## config.mk

```make
export PLATFORM = sky130hd
export DESIGN_NAME = multicycle_ctrl_flat
export DESIGN_NICKNAME = d
export VERILOG_FILES = /design/src/rtl/multicycle_ctrl_if.sv /design/src/rtl/multicycle_ctrl.sv /design/src/flat_wrapper.sv
export SDC_FILE = /design/constraint.sdc
export NUM_CORES = 1
export LEC_CHECK = 0
export CAP_MARGIN = 5
export CORE_AREA = 3 3 74 76
export DETAILED_ROUTE_END_ITERATION = 7
export DIE_AREA = 0 0 77 79
export PLACE_DENSITY = 0.82
export SLEW_MARGIN = 20
export SYNTH_ARGS = -nofsm -noshare
export SYNTH_HDL_FRONTEND = slang
export SYNTH_SLANG_ARGS = --single-unit
```

## constraint.sdc

```tcl
create_clock -name clk -period 3.85 [get_ports clk]
set_input_delay 0.77 -clock clk [delete_from_list [all_inputs] [get_ports clk]]
set_output_delay 0.77 -clock clk [all_outputs]
set_load 0.05 [all_outputs]
```

## src/rtl/multicycle_ctrl_if.sv

```systemverilog
// Control-unit bundle between multicycle_ctrl and the datapath stages.
// The master side is the controller; the slave side is the datapath (yIF/yEX/yPC/...).
interface multicycle_ctrl_if #(
  parameter int unsigned RETIRE_W = 32
) ();

  logic [31:0]         ins;
  logic                zero;
  logic                IRWrite;
  logic                PCWrite;
  logic                INT;
  logic                isbranch;
  logic                isjump;
  logic                RegWrite;
  logic                ALUSrc;
  logic                MemRead;
  logic                MemWrite;
  logic                Mem2Reg;
  logic [2:0]          op;
  logic                halted;
  logic [RETIRE_W-1:0] retired;

  modport master (
    input  ins, zero,
    output IRWrite, PCWrite, INT, isbranch, isjump, RegWrite, ALUSrc,
           MemRead, MemWrite, Mem2Reg, op, halted, retired
  );

  modport slave (
    output ins, zero,
    input  IRWrite, PCWrite, INT, isbranch, isjump, RegWrite, ALUSrc,
           MemRead, MemWrite, Mem2Reg, op, halted, retired
  );

endinterface

```

## src/rtl/multicycle_ctrl.sv

```systemverilog
// Multicycle control unit: steps each instruction through FETCH/DECODE/EXEC/MEM/WB,
// drives Moore-style datapath controls from state plus latched IR, counts retired
// instructions and halts on unsupported opcodes.
module multicycle_ctrl #(
  parameter int unsigned RETIRE_W = 32
) (
  input logic                clk,
  input logic                reset,
  multicycle_ctrl_if.master  bus
);

  localparam logic [6:0] OpLoad   = 7'h03;
  localparam logic [6:0] OpImm    = 7'h13;
  localparam logic [6:0] OpStore  = 7'h23;
  localparam logic [6:0] OpReg    = 7'h33;
  localparam logic [6:0] OpBranch = 7'h63;
  localparam logic [6:0] OpJal    = 7'h6F;

  localparam logic [RETIRE_W-1:0] RetireOne = {{(RETIRE_W-1){1'b0}}, 1'b1};

  typedef enum logic [2:0] {
    StInit,
    StFetch,
    StDecode,
    StExec,
    StMem,
    StWb,
    StHalt
  } stateT;

  stateT               stateQ, stateD;
  logic [31:0]         irQ;
  logic [RETIRE_W-1:0] retiredQ;

  logic       irWrite, pcWrite, intSel, isBranch, isJump;
  logic       regWrite, aluSrc, memRead, memWrite, mem2Reg, haltFlag;
  logic [2:0] aluOp;
  logic       retire;

  logic [6:0] opcode;
  logic       legalOp;
  logic       aluSrcDec;
  logic [2:0] aluOpDec;

  assign opcode = irQ[6:0];

  // ALU operation for the latched instruction; R-type decodes {funct7[5], funct3}.
  function automatic logic [2:0] decodeAluOp(input logic [6:0] opc, input logic f7b5,
                                              input logic [2:0] f3);
    logic [2:0] res;
    res = 3'b010;
    if (opc == OpBranch) begin
      res = 3'b110;
    end else if (opc == OpReg) begin
      case ({f7b5, f3})
        4'b0_000: res = 3'b010;
        4'b1_000: res = 3'b110;
        4'b0_111: res = 3'b000;
        4'b0_110: res = 3'b001;
        4'b0_010: res = 3'b111;
        default:  res = 3'b010;
      endcase
    end
    return res;
  endfunction

  // Static decode of the IR, shared by EXEC, MEM and WB so ALUSrc/op stay held.
  always_comb begin
    legalOp   = (opcode == OpLoad) || (opcode == OpImm) || (opcode == OpStore) ||
                (opcode == OpReg) || (opcode == OpBranch) || (opcode == OpJal);
    aluSrcDec = !((opcode == OpReg) || (opcode == OpBranch));
    aluOpDec  = decodeAluOp(opcode, irQ[30], irQ[14:12]);
  end

  // State register, IR latch and retired counter; reset wins over everything.
  always_ff @(posedge clk) begin
    if (reset) begin
      stateQ   <= StInit;
      irQ      <= '0;
      retiredQ <= '0;
    end else begin
      stateQ <= stateD;
      if (irWrite) begin
        irQ <= bus.ins;
      end
      if (retire) begin
        retiredQ <= retiredQ + RetireOne;
      end
    end
  end

  // Next-state and Moore control outputs.
  always_comb begin
    stateD   = stateQ;
    irWrite  = 1'b0;
    pcWrite  = 1'b0;
    intSel   = 1'b0;
    isBranch = 1'b0;
    isJump   = 1'b0;
    regWrite = 1'b0;
    aluSrc   = 1'b0;
    memRead  = 1'b0;
    memWrite = 1'b0;
    mem2Reg  = 1'b0;
    haltFlag = 1'b0;
    aluOp    = 3'b000;
    case (stateQ)
      StInit: begin
        intSel  = 1'b1;
        pcWrite = 1'b1;
        stateD  = StFetch;
      end
      StFetch: begin
        irWrite = 1'b1;
        stateD  = StDecode;
      end
      StDecode: begin
        stateD = legalOp ? StExec : StHalt;
      end
      StExec: begin
        aluSrc = aluSrcDec;
        aluOp  = aluOpDec;
        if (opcode == OpBranch) begin
          // yPC picks taken/not-taken from zero; we only qualify the PC update.
          pcWrite  = 1'b1;
          isBranch = 1'b1;
          stateD   = StFetch;
        end else if ((opcode == OpLoad) || (opcode == OpStore)) begin
          stateD = StMem;
        end else begin
          stateD = StWb;
        end
      end
      StMem: begin
        aluSrc = aluSrcDec;
        aluOp  = aluOpDec;
        if (opcode == OpLoad) begin
          memRead = 1'b1;
          stateD  = StWb;
        end else begin
          memWrite = 1'b1;
          pcWrite  = 1'b1;
          stateD   = StFetch;
        end
      end
      StWb: begin
        aluSrc   = aluSrcDec;
        aluOp    = aluOpDec;
        regWrite = 1'b1;
        pcWrite  = 1'b1;
        if (opcode == OpLoad) begin
          mem2Reg = 1'b1;
          memRead = 1'b1;
        end
        if (opcode == OpJal) begin
          isJump = 1'b1;
        end
        stateD = StFetch;
      end
      StHalt: begin
        haltFlag = 1'b1;
      end
      default: begin
        stateD = StInit;
      end
    endcase
  end

  // The PC update marks an instruction's final state; INIT's PC load is not a retire.
  assign retire = pcWrite && (stateQ != StInit);

  assign bus.IRWrite  = irWrite;
  assign bus.PCWrite  = pcWrite;
  assign bus.INT      = intSel;
  assign bus.isbranch = isBranch;
  assign bus.isjump   = isJump;
  assign bus.RegWrite = regWrite;
  assign bus.ALUSrc   = aluSrc;
  assign bus.MemRead  = memRead;
  assign bus.MemWrite = memWrite;
  assign bus.Mem2Reg  = mem2Reg;
  assign bus.op       = aluOp;
  assign bus.halted   = haltFlag;
  assign bus.retired  = retiredQ;

  // zero is consumed by yPC, and only opcode/funct bits of the IR steer control.
  logic unusedBits;
  assign unusedBits = ^{bus.zero, irQ[31], irQ[29:15], irQ[11:7]};

endmodule

```

## src/flat_wrapper.sv

```systemverilog
// flat-port wrapper written by rule: the top's interface ports become plain ports
module multicycle_ctrl_flat 
#(
  parameter int unsigned RETIRE_W = 32
)
  (clk, reset, bus_ins, bus_zero, bus_IRWrite, bus_PCWrite, bus_INT, bus_isbranch, bus_isjump, bus_RegWrite, bus_ALUSrc, bus_MemRead, bus_MemWrite, bus_Mem2Reg, bus_op, bus_halted, bus_retired);
  multicycle_ctrl_if #(.RETIRE_W(RETIRE_W)) bus_i ();
  input logic clk;
  input logic reset;
  input wire logic [$bits(bus_i.ins)-1:0] bus_ins;
  input wire logic [$bits(bus_i.zero)-1:0] bus_zero;
  output wire logic [$bits(bus_i.IRWrite)-1:0] bus_IRWrite;
  output wire logic [$bits(bus_i.PCWrite)-1:0] bus_PCWrite;
  output wire logic [$bits(bus_i.INT)-1:0] bus_INT;
  output wire logic [$bits(bus_i.isbranch)-1:0] bus_isbranch;
  output wire logic [$bits(bus_i.isjump)-1:0] bus_isjump;
  output wire logic [$bits(bus_i.RegWrite)-1:0] bus_RegWrite;
  output wire logic [$bits(bus_i.ALUSrc)-1:0] bus_ALUSrc;
  output wire logic [$bits(bus_i.MemRead)-1:0] bus_MemRead;
  output wire logic [$bits(bus_i.MemWrite)-1:0] bus_MemWrite;
  output wire logic [$bits(bus_i.Mem2Reg)-1:0] bus_Mem2Reg;
  output wire logic [$bits(bus_i.op)-1:0] bus_op;
  output wire logic [$bits(bus_i.halted)-1:0] bus_halted;
  output wire logic [$bits(bus_i.retired)-1:0] bus_retired;
  assign bus_i.ins = bus_ins;
  assign bus_i.zero = bus_zero;
  assign bus_IRWrite = bus_i.IRWrite;
  assign bus_PCWrite = bus_i.PCWrite;
  assign bus_INT = bus_i.INT;
  assign bus_isbranch = bus_i.isbranch;
  assign bus_isjump = bus_i.isjump;
  assign bus_RegWrite = bus_i.RegWrite;
  assign bus_ALUSrc = bus_i.ALUSrc;
  assign bus_MemRead = bus_i.MemRead;
  assign bus_MemWrite = bus_i.MemWrite;
  assign bus_Mem2Reg = bus_i.Mem2Reg;
  assign bus_op = bus_i.op;
  assign bus_halted = bus_i.halted;
  assign bus_retired = bus_i.retired;
  multicycle_ctrl #(.RETIRE_W(RETIRE_W)) u_core (.clk(clk), .reset(reset), .bus(bus_i));
endmodule
```

==> load_flow_metrics.sql <==
INSERT INTO impl_metrics (metric_group, metric, value, unit) VALUES
('grt', 'grt_pass1_vias', '2131', ''),
('critical_path', 'crit_end', 'bus_PCWrite', ''),
('floorplanning', 'std_cell_rows', '25', ''),
('yosys', 'synthesis.yosys.warnings', '0', ''),
('clock_tree', 'cts_buffers', '5', ''),
('route', 'num_vias', '2215', ''),
('clock_tree', 'clk_pin_slew_worst_paths', '0.09', 'ns'),
('critical_path', 'setup.worst_path.start', 'u_core.irQ[3]$_SDFFE_PP0P_', ''),
('yosys', 'synth.cell_area', '2290', 'um^2'),
('grt', 'pin_count_of_the_biggest_net_entering_global_routing', '47', ''),
('clock_tree', 'clock_tree.htree_level_count', '2', ''),
('power', 'vdd_ir_drop_max', '0.350', 'mV'),
('floorplanning', 'die_height', '79', 'um'),
('timing', 'fmaxAchievable', '289', 'MHz'),
('timing', 'timing_max_transition_violations_final', '0', ''),
('yosys', 'post_synth_xor_area_fraction', '4.97', '%'),
('cells_and_area', 'fin_nets', '370', ''),
('grt', 'grt_most_used_layer', 'met2', ''),
('timing', 'layout_worst_path_cycle_share', '89.9', '%'),
('critical_path', 'path_class', 'reg2out', ''),
('critical_path', 'start_kind', 'register', ''),
('grt', 'grt_pass1_wl', '9.33', 'mm'),
('hold_path', 'hold_path.class', 'reg2reg', ''),
('placed_design', 'gp_congestion', '0.822', ''),
('yosys', 'largest_family_of_logic_cells_by_synthesized_area', 'simple AND/OR/NAND/NOR gates', ''),
('critical_path', 'reg2reg_from', 'u_core.irQ[3]$_SDFFE_PP0P_', ''),
('yosys', 'synth.largest_area_cell', 'sky130_fd_sc_hd__dfxtp_1', ''),
('run_status', 'run_status', 'complete, no violations', ''),
('placed_design', 'port-buffer-count', '58', ''),
('yosys', 'synth_top_area_share', '40.2', '%'),
('route', 'vias_per_cell', '5.51', ''),
('route', 'drtAntennaViolNets', '0', ''),
('grt', 'grtUsageMet2', '30.7', '%'),
('cells_and_area', 'fillerInstances', '437', ''),
('yosys', 'ys_types', '48', ''),
('grt', 'antenna_violations_before_repair', '0', ''),
('cells_and_area', 'finish.cell_count_without_fillers', '402', ''),
('floorplanning', 'start_util', '47.9', '%'),
('grt', 'gr-total-overflow', '0', ''),
('floorplanning', 'die_width', '77', 'um'),
('yosys', 'synth_compound_area_share', '20.8', '%'),
('critical_path', 'worst-endpoint-required', '3.08', 'ns'),
('route', 'dr.pass1.iters', '4', ''),
('clock_tree', 'tritoncts_num_sinks', '46', ''),
('clock_tree', 'tritoncts', 'built', ''),
('yosys', 'syn-num-nets', '317', ''),
('power', 'leakage_dissipation', '1.00', 'nW'),
('timing', 'setup_violations', '0', ''),
('yosys', 'share_of_flip_flops_with_an_asynchronous_set_or_reset_after_synthesis', '0', '%'),
('timing', 'finalWorstPathRequiredPeriod', '3.46', 'ns'),
('job', 'cap_violations', '0', ''),
('route', 'detail_route.wirelength', '5.45', 'mm'),
('timing', 'setup_repair_after_global_routing_missed_its_margin', 'false', ''),
('clock_tree', 'cts-root-to-sink-buffers', '2', ''),
('yosys', 'synth.yosys.seq_area_share', '40.2', '%'),
('floorplanning', 'io-pin-count', '81', ''),
('critical_path', 'r2r-end', 'u_core.bus.retired[21]$_SDFFE_PP0P_', ''),
('clock_tree', 'post_cts_buffers', '0', ''),
('route', 'drt_drc_violations_left', '0', ''),
('yosys', 'leading_cell_types_by_count_after_synthesis', '46 x sky130_fd_sc_hd__dfxtp_1, 36 x sky130_fd_sc_hd__a21oi_1, 34 x sky130_fd_sc_hd__nand2_1', ''),
('clock_tree', 'clock_tree.root_cell', 'sky130_fd_sc_hd__clkbuf_8', ''),
('yosys', 'synthesis.instances', '281', ''),
('cells_and_area', 'area.growth.synth_to_final', '32.5', '%'),
('placed_design', 'placed_cells', '394', ''),
('critical_path', 'worst_path_fanout_max', '7', ''),
('yosys', 'syn-mean-instance-area', '8.15', 'um^2'),
('yosys', 'yosys-mux-area-fraction', '0.492', '%'),
('route', 'route.detailed.wl_per_inst', '13.5', 'um'),
('timing', 'worstMarginPinSlew', '0.735', 'ns'),
('floorplanning', 'core_area', '4790', 'um^2'),
('critical_path', 'worst-r2r-cell-count', '5', '');
[worst max-delay path: stages (launching register included)]
cell and delay, ns:
sky130_fd_sc_hd__dfxtp_1 0.37, sky130_fd_sc_hd__and4bb_1 0.38, sky130_fd_sc_hd__nand2b_1 0.19, sky130_fd_sc_hd__nor3_1 0.32, sky130_fd_sc_hd__a21oi_1 0.16, sky130_fd_sc_hd__mux2_2 0.28, sky130_fd_sc_hd__clkdlybuf4s50_1 0.70
[placed cells by master, fill, tap and decap left out, drive strengths merged, types with 9 or more instances in the layout]
cell and instances:
a21oi 37, clkdlybuf4s50 58, dfxtp 46, nand2 34, nor2 20, o21ai 21
or3 17, xor2 9
[state kept, by name, summed over array words and instances (netlist names)]
signal / cells
u_core.bus.retired: 32
u_core.irQ: 11
u_core.stateQ: 3
[stage by stage]
stage / total power (W) / hold WS, ns / cell area [um^2] / worst slack (ns) / util (%)
floorplan: 0.000657 / 0.437 / 2290 / 0.808 / -
global placement: 0.000705 / 0.450 / 2900 / 0.805 / 60.5
detailed placement: 0.000710 / 0.452 / 2900 / 0.750 / 60.5
global route: 0.00118 / 0.504 / 3040 / 0.244 / 63.4
CTS: 0.00114 / 0.466 / 3040 / 0.405 / 63.4
finish: 0.00113 / 0.472 / 3040 / 0.390 / 63.4
[final cells by class]
type | count | area, um^2 | share of cell area, %
inverter | 8 | 30.0 | 0.989
multi-input combinational | 213 | 1270 | 41.8
clock inverter | 3 | 68.8 | 2.27
tap | 67 | 83.8 | 2.76
timing repair buffer | 60 | 596 | 19.6
sequential | 46 | 921 | 30.3
clock buffer | 5 | 68.8 | 2.27
[cell families (layout without fill, tap and decap cells)]
kind of cell | after synthesis | after routing
DFF | 46 | 46
muxes | 1 | 1
buffers and inverters | 22 | 76
adders and majority gates | 1 | 1
and+or+nand+nor | 122 | 122
xor gates and xnor gates | 13 | 13
AOI/OAI and AO/OA | 76 | 76
[where the power goes]
group | switching [W] | internal, W
registers | 0.0000263 | 0.000494
clock network | 0.000173 | 0.000260
logic | 0.000110 | 0.0000670
[worst min-delay path by stage]
stage / endpoint / cells past startpoint / slack, ns
final: u_core.irQ[12]$_SDFFE_PP0P_ / 2 / 0.47
after global routing: u_core.irQ[6]$_SDFFE_PP0P_ / 2 / 0.50
after CTS: u_core.irQ[12]$_SDFFE_PP0P_ / 2 / 0.47
after detailed placement: u_core.irQ[12]$_SDFFE_PP0P_ / 2 / 0.45
after global placement: u_core.irQ[12]$_SDFFE_PP0P_ / 2 / 0.45
after floorplan: u_core.irQ[12]$_SDFFE_PP0P_ / 2 / 0.44
[layer usage]
metal / part of all wire (%) / vias up
met2: 48 / 52
met4: 1.0 / 0
li1: - / 1122
met3: 4.2 / 6
met5: 0 / -
met1: 46 / 1035
Power figures use the tool's default switching activity.
